==> src/rtl/uart_tx_arb_pkg.sv <==
// Shared types and defaults for the UART TX arbiter slice.
package uart_tx_arb_pkg;

  typedef enum logic [1:0] {
    S_IDLE     = 2'd0,
    S_LOAD     = 2'd1,
    S_REQ      = 2'd2,
    S_WAIT_ACK = 2'd3
  } arb_state_t;

  localparam int unsigned DEF_NUM_REQ     = 4;
  localparam int unsigned DEF_ACK_TIMEOUT = 65535;

endpackage

==> src/rtl/rr_pick.sv <==
// Combinational round-robin picker: first set request strictly after ptr, with wrap.
module rr_pick #(
  parameter int unsigned NUM_REQ = 4,
  parameter int unsigned ID_W    = 2
) (
  input  logic [NUM_REQ-1:0] req,
  input  logic [ID_W-1:0]    ptr,
  output logic [ID_W-1:0]    grant,
  output logic               any_req
);

  logic [31:0] idx;

  // Scan ptr+1 .. ptr+NUM_REQ so the previous owner gets lowest priority.
  always_comb begin
    grant   = '0;
    any_req = 1'b0;
    idx     = '0;
    for (int unsigned i = 1; i <= NUM_REQ; i++) begin
      idx = (32'(ptr) + i) % NUM_REQ;
      if (!any_req && req[idx]) begin
        grant   = ID_W'(idx);
        any_req = 1'b1;
      end
    end
  end

endmodule

==> src/rtl/uart_tx_arbiter.sv <==
// Packet-granular round-robin sharing of one UART byte transmitter.
// Optional ack watchdog enabled by defining UART_TX_ARB_TIMEOUT_EN.
module uart_tx_arbiter
  import uart_tx_arb_pkg::*;
#(
  parameter int unsigned NUM_REQ     = DEF_NUM_REQ,
  parameter int unsigned ID_W        = 2,
  parameter int unsigned ACK_TIMEOUT = DEF_ACK_TIMEOUT
) (
  input  logic                 clk,
  input  logic                 rst_n,
  input  logic [NUM_REQ*8-1:0] req_data,
  input  logic [NUM_REQ-1:0]   req_valid,
  input  logic [NUM_REQ-1:0]   req_last,
  output logic [NUM_REQ-1:0]   req_ready,
  output logic [7:0]           eng_tx_data,
  output logic                 eng_tx_data_valid,
  input  logic                 eng_tx_data_ready,
  input  logic                 eng_tx_ack,
  output logic                 busy,
  output logic [ID_W-1:0]      grant_id,
  output logic                 timeout_err
);

  if (NUM_REQ < 2 || NUM_REQ > 8) begin : g_bad_num_req
    $error("uart_tx_arbiter: NUM_REQ must be in 2..8");
  end
  if (ID_W != $clog2(NUM_REQ)) begin : g_bad_id_w
    $error("uart_tx_arbiter: ID_W must equal clog2(NUM_REQ)");
  end
  if (ACK_TIMEOUT < 1 || ACK_TIMEOUT > 65535) begin : g_bad_timeout
    $error("uart_tx_arbiter: ACK_TIMEOUT must fit the 16-bit watchdog");
  end

  arb_state_t      state, state_nxt;
  logic [ID_W-1:0] ptr_q;
  logic [ID_W-1:0] pick_id;
  logic            pick_any;
  logic            last_q;
  logic            sel_valid;
  logic [7:0]      sel_data;
  logic            to_hit;

  rr_pick #(
    .NUM_REQ (NUM_REQ),
    .ID_W    (ID_W)
  ) u_pick (
    .req     (req_valid),
    .ptr     (ptr_q),
    .grant   (pick_id),
    .any_req (pick_any)
  );

  assign sel_valid         = req_valid[grant_id];
  assign sel_data          = req_data[{grant_id, 3'b000} +: 8];
  assign eng_tx_data_valid = (state == S_REQ);
  assign busy              = (state != S_IDLE);

  always_comb begin
    state_nxt = state;
    req_ready = '0;
    unique case (state)
      S_IDLE: begin
        if (pick_any) state_nxt = S_LOAD;
      end
      S_LOAD: begin
        if (sel_valid) begin
          req_ready[grant_id] = 1'b1;
          state_nxt           = S_REQ;
        end else if (to_hit) begin
          state_nxt = S_IDLE;
        end
      end
      S_REQ: begin
        if (eng_tx_data_ready) state_nxt = S_WAIT_ACK;
      end
      S_WAIT_ACK: begin
        if (eng_tx_ack)  state_nxt = last_q ? S_IDLE : S_LOAD;
        else if (to_hit) state_nxt = S_IDLE;
      end
      default: state_nxt = S_IDLE;
    endcase
  end

  // Every return to idle (packet done or watchdog) hands priority past the owner.
  always_ff @(posedge clk or negedge rst_n) begin
    if (!rst_n) begin
      state       <= S_IDLE;
      grant_id    <= '0;
      ptr_q       <= ID_W'(NUM_REQ - 1);
      last_q      <= 1'b0;
      eng_tx_data <= '0;
    end else begin
      state <= state_nxt;
      if (state == S_IDLE && pick_any) grant_id <= pick_id;
      if (state == S_LOAD && sel_valid) begin
        eng_tx_data <= sel_data;
        last_q      <= req_last[grant_id];
      end
      if (state != S_IDLE && state_nxt == S_IDLE) ptr_q <= grant_id;
    end
  end

`ifdef UART_TX_ARB_TIMEOUT_EN
  logic [15:0] to_cnt;
  logic        mid_q;
  logic        to_run;

  // S_LOAD only counts between bytes of a packet, never while awaiting the first.
  assign to_run      = (state == S_WAIT_ACK) || (state == S_LOAD && mid_q);
  assign to_hit      = to_run && (to_cnt == 16'(ACK_TIMEOUT));
  assign timeout_err = to_hit && !((state == S_LOAD) && sel_valid)
                              && !((state == S_WAIT_ACK) && eng_tx_ack);

  always_ff @(posedge clk or negedge rst_n) begin
    if (!rst_n) begin
      to_cnt <= '0;
      mid_q  <= 1'b0;
    end else begin
      if (state_nxt != state)            to_cnt <= '0;
      else if (to_run && to_cnt != '1)   to_cnt <= to_cnt + 16'd1;
      if (state == S_IDLE)               mid_q  <= 1'b0;
      else if (state == S_WAIT_ACK && state_nxt == S_LOAD) mid_q <= 1'b1;
    end
  end
`else
  assign to_hit      = 1'b0;
  assign timeout_err = 1'b0;
`endif

endmodule
==> config.mk <==
export PLATFORM = sky130hd
export DESIGN_NAME = uart_tx_arbiter
export DESIGN_NICKNAME = d
export VERILOG_FILES = /design/src/rtl/uart_tx_arb_pkg.sv /design/src/rtl/rr_pick.sv /design/src/rtl/uart_tx_arbiter.sv
export SDC_FILE = /design/constraint.sdc
export NUM_CORES = 1
export LEC_CHECK = 0
export ABC_CLOCK_PERIOD_IN_PS = 1680
export BUFFER_PORTS_ARGS = -buffer_cell sky130_fd_sc_hd__buf_2
export CAP_MARGIN = 20
export CORE_ASPECT_RATIO = 0.7
export CORE_MARGIN = 4
export CORE_UTILIZATION = 30
export CTS_CLUSTER_DIAMETER = 30
export DETAILED_ROUTE_END_ITERATION = 16
export SLEW_MARGIN = 20
export SYNTH_ARGS = -nofsm -noshare
export SYNTH_HDL_FRONTEND = slang
export SYNTH_HIERARCHICAL = 1
export SYNTH_SLANG_ARGS = --single-unit
==> constraint.sdc <==
create_clock -name clk -period 1.68 [get_ports clk]
set_clock_uncertainty 0.05 [all_clocks]
set_input_delay 0.336 -clock clk [delete_from_list [all_inputs] [get_ports clk]]
set_output_delay 0.336 -clock clk [all_outputs]
set_load 0.005 [all_outputs]
# --- Word level (Yosys, flattened, before mapping) ---
# Cells that the tools add are included.
totals:
  ff_bits: 15
  latchBits: 0
  ram_bits: 0
  mem_bits_ro: 0
  inputBits: 44
  memories: 0
op_classes:
  n_addsub: 4
  n_mul: 0
  div: 0
  n_lt_le_gt_ge: 6
  eq_ne: 3
  shift: 1
  muxes: 30
  bitwise: 0
  n_reduce_logical: 13
ops:
  columns: ["cell", "n"]
  rows:
  - ["32-bit by 6-bit indexed part select with 8-bit output", 1]
  - ["2-bit 2-to-1 mux", 8]
  - ["2-bit by 3-bit less-than comparator with 1-bit output (second input constant)", 5]
  - ["1-bit binary-select mux with 2-bit select", 6]
  - ["1-bit 2-to-1 mux", 12]
  - ["4-bit 2-to-1 mux", 2]
  - ["2-bit one-hot mux with 4 select lines", 1]
  - ["1-bit logical AND", 7]
  - ["2-bit by 1-bit adder with 2-bit output (second input constant)", 2]
  - ["2-bit adder (second input constant)", 2]
  - ["2-bit == test (second input constant)", 2]
  - ["2-bit logical NOT", 2]
  - ["1-bit logical NOT", 3]
  - ["1-bit demux with 2-bit select", 1]
  - ["2-bit by 1-bit == test with 1-bit output (second input constant)", 1]
  - ["2-bit by 1-bit >= comparator with 1-bit output (second input constant)", 1]
  - ["2-bit nonzero test", 1]

# --- Logic depth before layout (Yosys ltp) ---
depth:
  word_depth: 17
  depth_mapped: 5

# --- Hierarchy ---
# Netlist, hierarchy kept.
modules_own_cells:
  columns: ["mod", "instances", "cells_each", "area_per_inst_um2", "seq_area_each_um2"]
  rows:
  - ["uart_tx_arbiter", 1, 65, 947.2, 377.9]
  - ["rr_pick", 1, 14, 91.3, 0.0]

# --- Worst setup path before layout ---
# OpenSTA, ideal clock, no wires.
synth_timing:
  path_type: "reg2reg"
  from: "register grant_id[0]"
  to: "register eng_tx_data[0]"
  setup_ns: 0.125
  arrival_time_ns: 1.495
  path_slack_ns: 0.010
  stages_incl_launch_ff: 5
  n_path_buf: 1
  cell_sequence: "dfrtp_1 > buf_6 > mux4_2 > nand2_4 > mux2_2"
synth_between:
  elab_chain_len: 3
synth_rtl:
  columns: ["item", "line_no", "rtl"]
  rows:
  - ["from (decl)", "uart_tx_arbiter.sv:21", "output logic [ID_W-1:0] grant_id,"]
  - ["from (signal assigned)", "uart_tx_arbiter.sv:95", "if (state == S_IDLE && pick_any) grant_id <= pick_id;"]
  - ["branches (longest 3 deep; another with 32-bit by 6-bit indexed part select with 8-bit output)", null, null]
  - ["to (signal assigned)", "uart_tx_arbiter.sv:97", "eng_tx_data <= sel_data;"]
  - ["to (decl)", "uart_tx_arbiter.sv:16", "output logic [7:0] eng_tx_data,"]
# Parallel ways; which one is timed is not known. The select of a mux whose other input is x is not followed.
# A chain may end at the register's enable or synchronous reset.

# --- Worst setup path in the final report ---
layout_timing:
  from: "register grant_id[0]"
  to: "register eng_tx_data[3]"
# The elaborated chain is that of the path after synthesis.

==> summary.txt <==
Status
  – Run status: complete, no violations

Global route
  – Congestion Overflow GR: 0
  – First-pass GRT wire length: around 4300 µm
  – Via count of the first global-routing pass: approximately 960
  – Initial antenna violation count: 0
  – Maximum number of pins on one net before global-route repair: 16
  – GRT Util Overall: 0.1219

Setup path
  – Crit Reg-Reg Endpoint: eng_tx_data[3]
  – Largest driver fanout on the critical path: 5
  – Register-to-register path setup slack: 0.04 ns
  – Peak per-stage delay on the critical path: 0.59 ns
  – Critical Path Source Type: flop
  – WS Path Type: flop to flop
  – Launch point of the worst reg-to-reg path: grant_id[0]
  – Master of the slowest instance on the critical path: sky130_fd_sc_hd__mux4_2
  – Buffers & Inverters on Critical Path: 0
  – Count of cell instances traversed by the critical path: 3
  – Termination of the worst setup path: eng_tx_data[3]
  – Endpoint kind of the worst setup timing path: flop
  – Kind of cell adding the most delay to the critical path: multiplexers
  – Series of cell instances along the critical path: mux4_2, nand2_4, mux2_2
  – Launching element of the worst setup path: grant_id[0]
  – Worst Reg2Reg Path Length in Cells: 3
  – Critical path data required time: 1.76 ns
  – Worst Path Arrival: around 1.7 ns

Logic synthesis
  – Yosys reg bits: 15
  – Total standard cell area after synthesis: ~1000 µm²
  – Number of distinct standard cells referenced by the synthesized netlist: 28
  – Asr flop ratio synth: 1.000
  – Gate count after technology mapping: roughly 80
  – Per-instance average area after synthesis: approximately 13 µm²
  – Post-synth EDFFs: 0
  – Primary flip-flop cell chosen by synthesis mapping: sky130_fd_sc_hd__dfrtp_1
  – Sequential-to-total area share from yosys stat: 0.3639
  – Count of yosys warnings during synthesis: 6
  – Net Count, Synth: 123

Placed design
  – Last weighted congestion value of the routability-driven placer: 0.8870
  – PortBufs: ~60
  – Placed cell count: between 150 and 200

Pwr
  – Cell leakage power: approximately 0.76 nW
  – Switching part of the total: 0.3498
  – Clock network power share: 0.119
  – IR drop worst, VDD: roughly 0.6 mV
  – Seq pwr share: 0.311
  – Power density over the cells: roughly 1500 nW/µm²
  – Total net switching power: 0.8218 mW
  – Proportion of power drawn by combinational gates: 0.570
  – Internal power contribution: about 1.5 mW

Floorplan
  – I/O pin count: 61
  – Area of the core: approximately 3200 µm²
  – Die Y: around 57 µm
  – Number of cell rows: 17
  – Starting utilization of the core area: 0.3212
  – Die Wd: approximately 78 µm
  – Full die area: between 4000 and 5000 µm²

Routing
  – Via/cell ratio: 4.792
  – Wire length per cell: about 14 µm
  – DRC violation count after routing: 0
  – Number of optimization iterations in the first detailed-route pass: 4
  – Iteration-0 DRC Markers: 44
  – Overall via count from detail_route: about 940
  – Number of nets still failing antenna checks after routing: 0
  – Drt total wl: roughly 2800 µm

Timing
  – RSZ-0062 raised after global routing: true
  – Final worst-path cycle share: 0.9761
  – Setup total negative slack: 0 ns
  – Worst-case hold slack: 0.3321 ns
  – Final count of hold timing violations: 0
  – Number of pins with negative max-slew slack in the final report: 0
  – Final critical path time including I/O delays and setup: 1.640 ns
  – Final setup fails: 0
  – Maximum operating frequency: 0.6098 GHz

Clock network
  – TritonCTS buffer count: 3
  – TritonCTS clock tree: done
  – Clock Tree Buf Depth: 2
  – Source-to-sink clock delay at the later pin of the worst-skew pair: roughly 0.24 ns
  – Clock slew at the register clock pins of the worst setup and hold paths: roughly 0.060 ns
  – Clock Sinks: 15
  – Cell at the root of the clock tree: sky130_fd_sc_hd__clkbuf_8
  – H-tree lvl count: 1

Finish
  – Commonest non-fill, non-tap cell in the layout: sky130_fd_sc_hd__buf_2
  – Count of nets after finishing: roughly 200
  – Growth of design area from synthesis to finish: 47.23%
  – # diodes: 0
  – Layout cell share with drive strength beyond 1: 0.6800
  – Leading cell types in the layout, fill and taps excluded: 59 x sky130_fd_sc_hd__buf_2, 13 x sky130_fd_sc_hd__mux2_2, 11 x sky130_fd_sc_hd__buf_4, 10 x sky130_fd_sc_hd__dfrtp_1, 9 x sky130_fd_sc_hd__mux4_1
  – Layout Cells excl Fill: between 150 and 200

Hold path
  – Worst min path class: input pin to flop
  – Hold depth: 4

Run
  – Max-capacitance violation count: 0
-- cell usage after synthesis (2+ instances only) --
library cell	n	area, µm²
sky130_fd_sc_hd__a21oi_1	3	15.01
sky130_fd_sc_hd__clkbuf_1	2	7.510
sky130_fd_sc_hd__dfrtp_1	13	325.3
sky130_fd_sc_hd__dfstp_2	2	52.55
sky130_fd_sc_hd__inv_1	2	7.510
sky130_fd_sc_hd__mux2_2	14	157.7
sky130_fd_sc_hd__mux4_1	9	236.5
sky130_fd_sc_hd__nand2_1	7	26.28
sky130_fd_sc_hd__nand2b_1	4	25.02
sky130_fd_sc_hd__nor2_1	4	15.01
sky130_fd_sc_hd__nor2b_1	2	12.51
-- metal layers --
layer  track usage  up-vias  routed length, µm
li1              -      444                  -
met2        0.2012       51               1277
met3       0.05836        0                301
met1        0.1534      449               1209
met4      0.007481        0                  0
met5             0        -                  0
-- state kept, by name, summed over array words and instances, names as in the netlist --
name	count
ptr_q	2
last_q	1
grant_id	2
state	2
eng_tx_data	8
-- area by class of cell --
class	instances	area (µm²)
Multi-Input combinational cell	58	648.1
Fill cell	315	1704
Sequential cell	15	381.6
Inverter	2	7.507
Timing Repair Buffer	71	387.9
Tap cell	47	58.81
Clock buffer	4	45.04
-- how the worst min path moves through the flow --
| stage | from | endpoint | slack (ns) |
|---|---|---|---|
| after global routing | eng_tx_ack | state[1] | 0.36 |
| final | eng_tx_ack | state[1] | 0.33 |
| after CTS | eng_tx_ack | state[1] | 0.33 |
| after detailed placement | rst_n | state[1] | 0.21 |
| after global placement | rst_n | state[1] | 0.20 |
| after floorplan | rst_n | eng_tx_data[0] | -0.01 |
-- worst reg2reg max path, cell delays in order, from the launching register on --
cell and delay (ns):
sky130_fd_sc_hd__dfrtp_2 0.40, sky130_fd_sc_hd__mux4_2 0.59, sky130_fd_sc_hd__nand2_4 0.15, sky130_fd_sc_hd__mux2_2 0.34
-- power groups by stage --
stage                     Clock, mW  Sequential, mW  Combinational [mW]
after floorplan                   0           0.701               0.828
after global placement            0           0.720                1.20
after detailed placement          0           0.718                1.24
after CTS                     0.290           0.719                1.27
after global routing          0.307           0.766                1.46
final                         0.280           0.731                1.34
-- logic make-up (layout without fill, tap and decap cells) --
| family | after synthesis | after routing | synth area share |
|---|---|---|---|
| flip-flops | 15 | 15 | 0.3639 |
| other | 1 | 1 | 0.003611 |
| multiplexers | 25 | 25 | 0.4108 |
| AO/OA/AOI/OAI | 7 | 7 | 0.04819 |
| AND/OR/NAND/NOR | 24 | 25 | 0.1265 |
| buffers and inverters | 7 | 77 | 0.04699 |
-- per-stage QoR --
step	power, mW	area (µm²)	util	worst slack [ns]
after global routing	2.528	1529	0.4729	-0.01254
after floorplan	1.528	1039	-	0.009892
final	2.350	1529	0.4729	0.04007
after CTS	2.276	1488	0.4601	0.001050
after global placement	1.921	1426	0.4412	0.04198
after detailed placement	1.962	1426	0.4412	-0.003976
-- timing repair --
item                                    CTS  global route
buffers inserted                          0             1
endpoints found under the setup margin   10            12
hold buffers                              1             0
gates cloned                              0             1
gates resized for setup                   2             7
pin swaps                                 1             1
endpoints found under the hold margin    13             0
(Power assumes the default switching activity.)
